File: src/rtl/ldm_stream_dma_pkg.sv
// ldm_stream_dma_pkg: FSM state and mode encodings shared by the LDM stream DMA.
package ldm_stream_dma_pkg;
    localparam logic [1:0] ST_IDLE  = 2'd0;
    localparam logic [1:0] ST_WRITE = 2'd1;
    localparam logic [1:0] ST_READ  = 2'd2;
    localparam logic [1:0] ST_DONE  = 2'd3;
    localparam logic MODE_WRITE = 1'b0;
    localparam logic MODE_READ  = 1'b1;
endpackage

File: src/rtl/ldm_stream_dma_if.sv
// ldm_stream_dma_if: write stream, read stream and LDM port bundle; master is the DMA side.
interface ldm_stream_dma_if #(
    parameter int AWIDTH = 10,
    parameter int DWIDTH = 32
);
    logic              s_valid;
    logic              s_ready;
    logic [DWIDTH-1:0] s_data;
    logic              m_valid;
    logic              m_ready;
    logic [DWIDTH-1:0] m_data;
    logic              ldm_en;
    logic              ldm_we;
    logic [AWIDTH-1:0] ldm_addr;
    logic [DWIDTH-1:0] ldm_din;
    logic [DWIDTH-1:0] ldm_dout;
    modport master (
        input  s_valid, s_data, m_ready, ldm_dout,
        output s_ready, m_valid, m_data, ldm_en, ldm_we, ldm_addr, ldm_din
    );
    modport slave (
        output s_valid, s_data, m_ready, ldm_dout,
        input  s_ready, m_valid, m_data, ldm_en, ldm_we, ldm_addr, ldm_din
    );
endinterface

File: src/rtl/ldm_stream_dma_skid.sv
// ldm_skid_buf: 2-entry FIFO absorbing LDM read latency under downstream backpressure.
module ldm_skid_buf #(
    parameter int DWIDTH = 32
) (
    input  logic              clk,
    input  logic              rst,
    input  logic              push,
    input  logic              pop,
    input  logic [DWIDTH-1:0] din,
    output logic [DWIDTH-1:0] dout,
    output logic [1:0]        count
);
    logic [DWIDTH-1:0] mem [2];
    logic wp, rp;
    assign dout = mem[rp];
    always_ff @(posedge clk) begin
        if (rst) begin
            mem[0] <= '0;
            mem[1] <= '0;
            wp     <= 1'b0;
            rp     <= 1'b0;
            count  <= 2'd0;
        end else begin
            if (push) begin
                mem[wp] <= din;
                wp      <= ~wp;
            end
            if (pop) rp <= ~rp;
            count <= count + 2'(push) - 2'(pop);
        end
    end
endmodule

File: src/rtl/ldm_stream_dma.sv
// ldm_stream_dma: stream<->LDM DMA stage; defining LDM_DMA_STRIDE_EN adds the cfg_stride address step.
module ldm_stream_dma
    import ldm_stream_dma_pkg::*;
#(
    parameter int AWIDTH = 10,
    parameter int DWIDTH = 32
) (
    input  logic              clk,
    input  logic              rst,
    input  logic              start,
    input  logic              mode,
    input  logic [AWIDTH-1:0] base_addr,
    input  logic [AWIDTH:0]   length,
`ifdef LDM_DMA_STRIDE_EN
    input  logic [AWIDTH-1:0] cfg_stride,
`endif
    output logic              busy,
    output logic              done,
    ldm_stream_dma_if.master  bus
);
    localparam int IW = AWIDTH + 1;
    logic [1:0]        st, st_nxt;
    logic [IW-1:0]     len_q, issued;
    logic [AWIDTH-1:0] cur_addr, step;
    logic [1:0]        buf_cnt;
    logic [DWIDTH-1:0] buf_dout;
    logic              inflight, wr_beat, rd_issue, issue, pop;
`ifdef LDM_DMA_STRIDE_EN
    logic [AWIDTH-1:0] stride_q;
    always_ff @(posedge clk) begin
        if (rst) stride_q <= '0;
        else if (st == ST_IDLE && start) stride_q <= cfg_stride;
    end
    assign step = stride_q;
`else
    assign step = AWIDTH'(1);
`endif
    // A read may issue only if the skid buffer can still take it after its one-cycle flight.
    always_comb begin
        pop      = bus.m_valid & bus.m_ready;
        wr_beat  = st == ST_WRITE && bus.s_valid && bus.s_ready;
        rd_issue = st == ST_READ && issued != len_q && (buf_cnt + 2'(inflight) - 2'(pop)) < 2'd2;
        issue    = wr_beat | rd_issue;
        st_nxt   = st == ST_IDLE  ? (start ? (length == '0 ? ST_DONE : mode == MODE_READ ? ST_READ : ST_WRITE) : ST_IDLE)
                 : st == ST_WRITE ? (issued + IW'(wr_beat) == len_q ? ST_DONE : ST_WRITE)
                 : st == ST_READ  ? (issued == len_q && !inflight && buf_cnt == 2'(pop) ? ST_DONE : ST_READ)
                 : ST_IDLE;
    end
    always_ff @(posedge clk) begin
        if (rst) begin
            st          <= ST_IDLE;
            bus.s_ready <= 1'b0;
            len_q       <= '0;
            issued      <= '0;
            cur_addr    <= '0;
            inflight    <= 1'b0;
        end else begin
            st          <= st_nxt;
            bus.s_ready <= st_nxt == ST_WRITE;
            inflight    <= rd_issue;
            if (st == ST_IDLE && start) begin
                len_q    <= length;
                issued   <= '0;
                cur_addr <= base_addr;
            end else if (issue) begin
                issued   <= issued + IW'(1);
                cur_addr <= cur_addr + step;
            end
        end
    end
    ldm_skid_buf #(.DWIDTH(DWIDTH)) u_skid (
        .clk   (clk),
        .rst   (rst),
        .push  (inflight),
        .pop   (pop),
        .din   (bus.ldm_dout),
        .dout  (buf_dout),
        .count (buf_cnt)
    );
    assign bus.ldm_en   = issue;
    assign bus.ldm_we   = wr_beat;
    assign bus.ldm_addr = issue ? cur_addr : '0;
    assign bus.ldm_din  = wr_beat ? bus.s_data : '0;
    assign bus.m_valid  = buf_cnt != 2'd0;
    assign bus.m_data   = buf_dout;
    assign busy         = st != ST_IDLE;
    assign done         = st == ST_DONE;
endmodule

File: src/flat_wrapper.sv
// flat-port wrapper written by rule: the top's interface ports become plain ports
module ldm_stream_dma_flat import ldm_stream_dma_pkg::*;
#(
    parameter int AWIDTH = 10,
    parameter int DWIDTH = 32
)
  (clk, rst, start, mode, base_addr, length, busy, done, bus_s_valid, bus_s_data, bus_m_ready, bus_ldm_dout, bus_s_ready, bus_m_valid, bus_m_data, bus_ldm_en, bus_ldm_we, bus_ldm_addr, bus_ldm_din);
  ldm_stream_dma_if #(.AWIDTH(AWIDTH), .DWIDTH(DWIDTH)) bus_i ();
  input  logic clk;
  input  logic rst;
  input  logic start;
  input  logic mode;
  input  logic [AWIDTH-1:0] base_addr;
  input  logic [AWIDTH:0] length;
  output logic busy;
  output logic done;
  input wire logic [$bits(bus_i.s_valid)-1:0] bus_s_valid;
  input wire logic [$bits(bus_i.s_data)-1:0] bus_s_data;
  input wire logic [$bits(bus_i.m_ready)-1:0] bus_m_ready;
  input wire logic [$bits(bus_i.ldm_dout)-1:0] bus_ldm_dout;
  output wire logic [$bits(bus_i.s_ready)-1:0] bus_s_ready;
  output wire logic [$bits(bus_i.m_valid)-1:0] bus_m_valid;
  output wire logic [$bits(bus_i.m_data)-1:0] bus_m_data;
  output wire logic [$bits(bus_i.ldm_en)-1:0] bus_ldm_en;
  output wire logic [$bits(bus_i.ldm_we)-1:0] bus_ldm_we;
  output wire logic [$bits(bus_i.ldm_addr)-1:0] bus_ldm_addr;
  output wire logic [$bits(bus_i.ldm_din)-1:0] bus_ldm_din;
  assign bus_i.s_valid = bus_s_valid;
  assign bus_i.s_data = bus_s_data;
  assign bus_i.m_ready = bus_m_ready;
  assign bus_i.ldm_dout = bus_ldm_dout;
  assign bus_s_ready = bus_i.s_ready;
  assign bus_m_valid = bus_i.m_valid;
  assign bus_m_data = bus_i.m_data;
  assign bus_ldm_en = bus_i.ldm_en;
  assign bus_ldm_we = bus_i.ldm_we;
  assign bus_ldm_addr = bus_i.ldm_addr;
  assign bus_ldm_din = bus_i.ldm_din;
  ldm_stream_dma #(.AWIDTH(AWIDTH), .DWIDTH(DWIDTH)) u_core (.clk(clk), .rst(rst), .start(start), .mode(mode), .base_addr(base_addr), .length(length), .busy(busy), .done(done), .bus(bus_i));
endmodule
File: config.mk
export PLATFORM = sky130hd
export DESIGN_NAME = ldm_stream_dma_flat
export DESIGN_NICKNAME = d
export VERILOG_FILES = /design/src/rtl/ldm_stream_dma_pkg.sv /design/src/rtl/ldm_stream_dma_if.sv /design/src/rtl/ldm_stream_dma_skid.sv /design/src/rtl/ldm_stream_dma.sv /design/src/flat_wrapper.sv
export SDC_FILE = /design/constraint.sdc
export NUM_CORES = 1
export LEC_CHECK = 0
export BUFFER_PORTS_ARGS = -buffer_cell sky130_fd_sc_hd__buf_2
export CORE_MARGIN = 1
export CORE_UTILIZATION = 48
export CTS_BUF_LIST = sky130_fd_sc_hd__clkbuf_8
export DETAILED_ROUTE_END_ITERATION = 10
export PLACE_DENSITY_LB_ADDON = 0.2
export SLEW_MARGIN = 20
export SYNTH_ARGS = -nofsm -noshare
export SYNTH_HDL_FRONTEND = slang
export SYNTH_SLANG_ARGS = --single-unit
File: constraint.sdc
create_clock -name clk -period 3.1 [get_ports clk]
set_clock_uncertainty 0.15 [all_clocks]
set_input_delay 0.775 -clock clk [delete_from_list [all_inputs] [get_ports clk]]
set_output_delay 0.775 -clock clk [all_outputs]
set_load 0.05 [all_outputs]
==> flow_summary.json, run 1 <==
{
  "holdBufCountCts": 0,
  "cts_sinks": 105,
  "nFillCells": 823,
  "synthCells": 488,
  "antenna_found_initial": 0,
  "crit_chain": "or2_4, and2_4, ha_4, inv_2, ha_4, xor2_2, xnor2_2, buf_4, a21o_4, and3_4, buf_8",
  "setup_violations": 11,
  "outcome": "finished, violations left",
  "drv_cap": 0,
  "synth_top_area_frac": 0.364,
  "initial_core_util": 0.502,
  "clk_path_buf_depth": 2,
  "ir_worst_vdd_uv": 324,
  "dp.final_hpwl_mm": 8.87,
  "num_rows": 37,
  "layout-drive-gt1-share": 0.431,
  "cp_data_arrival_time_ps": 2510,
  "worst_slew_pin_slew_ps": 794,
  "drc": 0,
  "post-route-period-util": 1.11,
  "insertion_delay_ps": 360,
  "reg2reg_depth": 13,
  "crit_top_cell": "ha_4",
  "place_ws_ps": -535,
  "yosysSeqAreaShare": 0.520,
  "place_congestion": 0.871,
  "ys_top_cells_by_area": "edfxtp_1, dfxtp_1, and2_1, mux2_2, xnor2_1",
  "ys_ff_latch": 105,
  "synth_most_common_cell": "and2_1",
  "wl_per_cell_um": 15.3,
  "start_kind": "register",
  "cts_made_buffers": 9,
  "clockRootBuffer": "clkbuf_8",
  "postLayoutCoreUtil": 0.658,
  "io_pins": 171,
  "clk_pin_slew_ps": 110,
  "finalHoldViolations": 0,
  "synth_cell_types": 46,
  "holdCritPathClass": "reg2reg",
  "min_path_cells": 2,
  "synthArstFlopShare": 0,
  "cts_tree": "yes",
  "timing.fmax_ghz": 0.291,
  "synthTopCellsByCount": "and2_1, edfxtp_1, dfxtp_1",
  "dr.pass1.iters": 4,
  "p_leak_nw": 3.05,
  "power.density_nw_per_um2": 561,
  "vias_per_cell": 5.10,
  "critical_path_class": "reg2out",
  "slowest_stage": "dfxtp_2",
  "place_inst": 794,
  "initialDrtViolationCount": 208,
  "max_stage_delay_ps": 340,
  "worst_slack_ps": -333,
  "critical_path_required_ps": 2170,
  "gr-usage-all-layers": 0.223,
  "area_growth_pct": 31.2,
  "io_buffers": 170,
  "detail-route-antenna-nets": 0,
  "grt_pass1_wl_mm": 19.9,
  "finalPower_w": 0.00388,
  "synth_fp_nets": 585,
  "violations": "negative setup slack",
  "fin_crit_ps": 3430,
  "overflow": 0,
  "nNetsFinal": 774,
  "slew_headroom": 0.470,
  "rsz0062_at_grt": "true",
  "drv_slew": 0,
  "grt_pass1_vias": 4192,
  "drt-total-wl_mm": 12.5,
  "vias": 4172,
  "core-area_um2": 10500,
  "synthesis.area_um2": 5270,
  "synthFlopType": "edfxtp_1",
  "worst-path-max-fanout": 5,
  "end_kind": "primary output",
  "die_area_um2": 11400,
  "ys.warnings.count": 0,
  "antennaDiodeCount": 0,
  "synth.largest_area_cell": "edfxtp_1",
  "final_cells": 818,
  "synth-edff-count": 64,
  "die_x_um": 107,
  "htree_levels": 3,
  "grt_max_degree": 34,
  "die_y_um": 107,
  "syn_area_per_cell_um2": 10.8
}
## sequential cells by signal, summed over array words and instances (netlist names), 2 cells and up, named ones only
register,cells
u_core.st,2
u_core.u_skid.mem,64
u_core.issued,11
u_core.cur_addr,10
u_core.u_skid.count,2
u_core.len_q,11
## cells in the final DEF, fill, tap and decap left out, drive strengths merged, types with 8 or more instances in the layout
cell type,count
a21oi,16
nor3,9
and2,99
inv,10
and3,13
nor2,30
xor2,19
xnor2,17
nand3,11
clkbuf,9
edfxtp,64
nand4,8
buf,205
dfxtp,41
mux2,33
nand2,34
## cell type report
type | count | area (um2) | area share
Inverter | 5 | 18.8 | 0.00271
Timing Repair Buffer | 205 | 1240 | 0.179
Tap cell | 136 | 170 | 0.0246
Sequential cell | 105 | 2750 | 0.397
Multi-Input combinational cell | 351 | 2560 | 0.370
Clock inverter | 7 | 61.3 | 0.00886
Clock buffer | 9 | 124 | 0.0179
## critical path: cells and delay by family, from the launching register on
kind            cells  cell delay (ps)
compound gates      1              220
xor+xnor            2              300
fa+ha+maj           2              400
buf+inv             3              320
flops               1              340
simple gates        3              580
## cell families (layout without fill, tap and decap cells)
family / count (synthesis) / after routing / share of synthesized area
flops: 105 / 105 / 0.520
xor+xnor: 36 / 36 / 0.0655
compound gates: 39 / 40 / 0.0470
mux: 36 / 36 / 0.0762
buf+inv: 33 / 226 / 0.0263
fa+ha+maj: 6 / 6 / 0.0142
simple gates: 233 / 233 / 0.251
## what timing repair did
item / in CTS / in global routing
pin swaps: 12 / 6
endpoints found under the setup margin: 15 / 16
gates cloned: 1 / 0
buffers inserted: 6 / 5
gates resized for setup: 31 / 14
## path summary, 6_finish.rpt
| kind | startpoint | to | slack [ps] |
|---|---|---|---|
| setup reg to reg | u_core.u_skid.count[0] | u_core.cur_addr[9] | 130 |
| setup / recovery | u_core.u_skid.count[0] | bus_ldm_addr[2] | -330 |
| hold reg to reg | u_core.len_q[5] | u_core.len_q[5] | 340 |
| hold / removal | u_core.len_q[5] | u_core.len_q[5] | 340 |
## report_power, final
group          internal (W)  total, W  switching (W)  leakage [nW]
combinational      0.000499   0.00141       0.000913          1.96
sequential          0.00159   0.00165      0.0000614         0.999
clock              0.000310  0.000818       0.000508        0.0994
## per-stage QoR
stage               hold WS (ps)  setup TNS [ps]  instance area [um2]
global route                 356           -4560                 6920
floorplan                    298           -2500                 5380
global placement             321           -5660                 6500
finish                       338           -3230                 6920
CTS                          333           -3370                 6850
detailed placement           317           -6700                 6500
## metal layers
metal | wire [um] | GRT usage | vias to the layer above
li1 | - | - | 2071
met1 | 5580 | 0.281 | 1965
met2 | 6190 | 0.394 | 118
met3 | 535 | 0.0365 | 18
met4 | 185 | 0.0646 | 0
met5 | 0 | 0 | -
(Power assumes the default switching activity.)
==> inputs of run 2 (changes only) <==
Settings changed: CTS_CLUSTER_DIAMETER from default to 60, PLACE_DENSITY_LB_ADDON 0.2 to 0.12.
==> run 2 against run 1 <==
Compared with the run above:
- the run still ends with negative setup slack left
- clock power about the same
- combinational power about the same
- sequential share of layout area up 0.53 points
- utilization down 0.89 points
- final cell count down 0.86%
- worst setup slack worse by 8.1 ps
- critical path depth unchanged
- global-route usage about the same
- register-to-register slack worse by 50 ps
- critical endpoint unchanged
- highest routed layer unchanged
==> flow_summary.json, run 2 (synthesis results as in run 1) <==
{
  "critical_path_class": "reg2out",
  "cts_tree": "yes",
  "mostFrequentLayoutCell": "buf_2",
  "grt_max_degree": 34,
  "power.density_nw_per_um2": 566,
  "io_pins": 171,
  "slew_headroom": 0.664,
  "initialDrtViolationCount": 186,
  "r2r-end": "u_core.cur_addr[7]",
  "critical_path_required_ps": 2170,
  "cts_made_buffers": 9,
  "worst-path-max-fanout": 5,
  "fin_crit_ps": 3440,
  "grt_pass1_wl_mm": 20.0,
  "dr_wl_met3_um": 625,
  "hold_ws_ps": 331,
  "start_kind": "register",
  "clk_path_buf_depth": 2,
  "layout-drive-gt1-share": 0.419,
  "nNetsFinal": 767,
  "rsz0062_at_grt": "true",
  "num_rows": 37,
  "antenna_found_initial": 0,
  "largest_reg_flops": 64,
  "initial_core_util": 0.502,
  "clk_pin_slew_ps": 100,
  "reg2reg_depth": 14,
  "drc": 0,
  "core-area_um2": 10500,
  "place_congestion": 0.885,
  "die_x_um": 107,
  "drt-total-wl_mm": 12.4,
  "worst_slack_ps": -342,
  "wl_met2_mm": 6.22,
  "dr.pass1.iters": 4,
  "regMostFlops": "u_core.u_skid.mem",
  "layout_common_cells": "buf_2, and2_1, edfxtp_1",
  "detail-route-antenna-nets": 0,
  "finalHoldViolations": 0,
  "finalPower_w": 0.00386,
  "postLayoutCoreUtil": 0.649,
  "r2r-start": "u_core.u_skid.count[0]",
  "worst_slew_pin_slew_ps": 503,
  "wl_per_cell_um": 15.3,
  "largestRegisters": "u_core.u_skid.mem (64), u_core.issued (11), u_core.len_q (11)",
  "vias": 4200,
  "io_buffers": 170,
  "vias_per_cell": 5.18,
  "insertion_delay_ps": 380,
  "cp-startpoint": "u_core.u_skid.count[0]",
  "grt_pass1_vias": 4098,
  "min_path_cells": 2,
  "wl_met1_mm": 5.40,
  "end_kind": "primary output",
  "die_area_um2": 11400,
  "holdBufCountCts": 0,
  "nFillCells": 825,
  "gr-usage-all-layers": 0.224,
  "ir_worst_vdd_uv": 276,
  "antennaDiodeCount": 0,
  "clockRootBuffer": "clkbuf_8",
  "p_leak_nw": 3.01,
  "timing.fmax_ghz": 0.291,
  "regToRegSetupSlack_ps": 80,
  "holdCritPathClass": "reg2reg",
  "drv_slew": 0,
  "violations": "negative setup slack",
  "cts_sinks": 105,
  "drv_cap": 0,
  "area_growth_pct": 29.4,
  "htree_levels": 3,
  "outcome": "finished, violations left",
  "cp_data_arrival_time_ps": 2520,
  "dp.final_hpwl_mm": 8.76,
  "setup_violations": 11,
  "endpoint": "bus_ldm_addr[2]",
  "dr.max_layer_used": "met4",
  "die_y_um": 107,
  "post-route-period-util": 1.11,
  "overflow": 0
}
[run 2: metal layers]
metal,vias to the layer above,track usage
li1,2064,-
met1,2003,0.293
met2,117,0.377
met3,16,0.0328
met4,0,0.0802
met5,-,0
[run 2: final cells by class]
class / instances / area (um2) / area share
clock buffers: 9 / 124 / 0.0182
multi-input cells: 351 / 2560 / 0.375
clock inverters: 7 / 61.3 / 0.00898
inverters: 5 / 18.8 / 0.00275
flip-flops and latches: 105 / 2740 / 0.402
repair buffers: 198 / 1150 / 0.168
well taps: 136 / 170 / 0.0249
[run 2: where the power goes]
group / switching (W) / total [W] / internal (W)
Clock: 0.000506 / 0.000815 / 0.000310
Combinational: 0.000911 / 0.00140 / 0.000485
Sequential: 0.0000594 / 0.00165 / 0.00159
Total: 0.00148 / 0.00386 / 0.00238
[run 2: worst min path at each step]
stage / from / end / slack [ps]
5_1_grt: u_core.len_q[3] / u_core.len_q[3] / 350
3_3_place_gp: u_core.len_q[10] / u_core.len_q[10] / 320
2_1_floorplan: u_core.len_q[3] / u_core.len_q[3] / 300
6_report: u_core.len_q[10] / u_core.len_q[10] / 330
4_1_cts: u_core.len_q[10] / u_core.len_q[10] / 330
3_5_place_dp: u_core.len_q[10] / u_core.len_q[10] / 320
[run 2: per-stage QoR]
stage                     setup TNS (ps)  worst slack (ps)  std cells  instance area, um2
after global placement             -5700              -476        791                6480
after floorplan                    -2500              -258        488                5380
final                              -3340              -342        811                6820
after global routing               -4230              -416        811                6820
after detailed placement           -6790              -536        791                6480
after CTS                          -3530              -348        811                6790
[run 2: what timing repair did]
item	4_1_cts	5_1_grt
setup endpoints to repair	15	15
cloned	1	0
buffers inserted	3	0
resized for setup	28	5
pin swaps	7	4
[run 2: critical path, stage by stage (launching register included)]
cell	delay, ps
dfxtp_1	330
or2_4	240
and2_4	150
ha_4	250
inv_2	30
ha_4	160
xor2_4	150
xnor2_2	140
buf_4	150
a21o_4	220
and3_4	180
buf_8	140
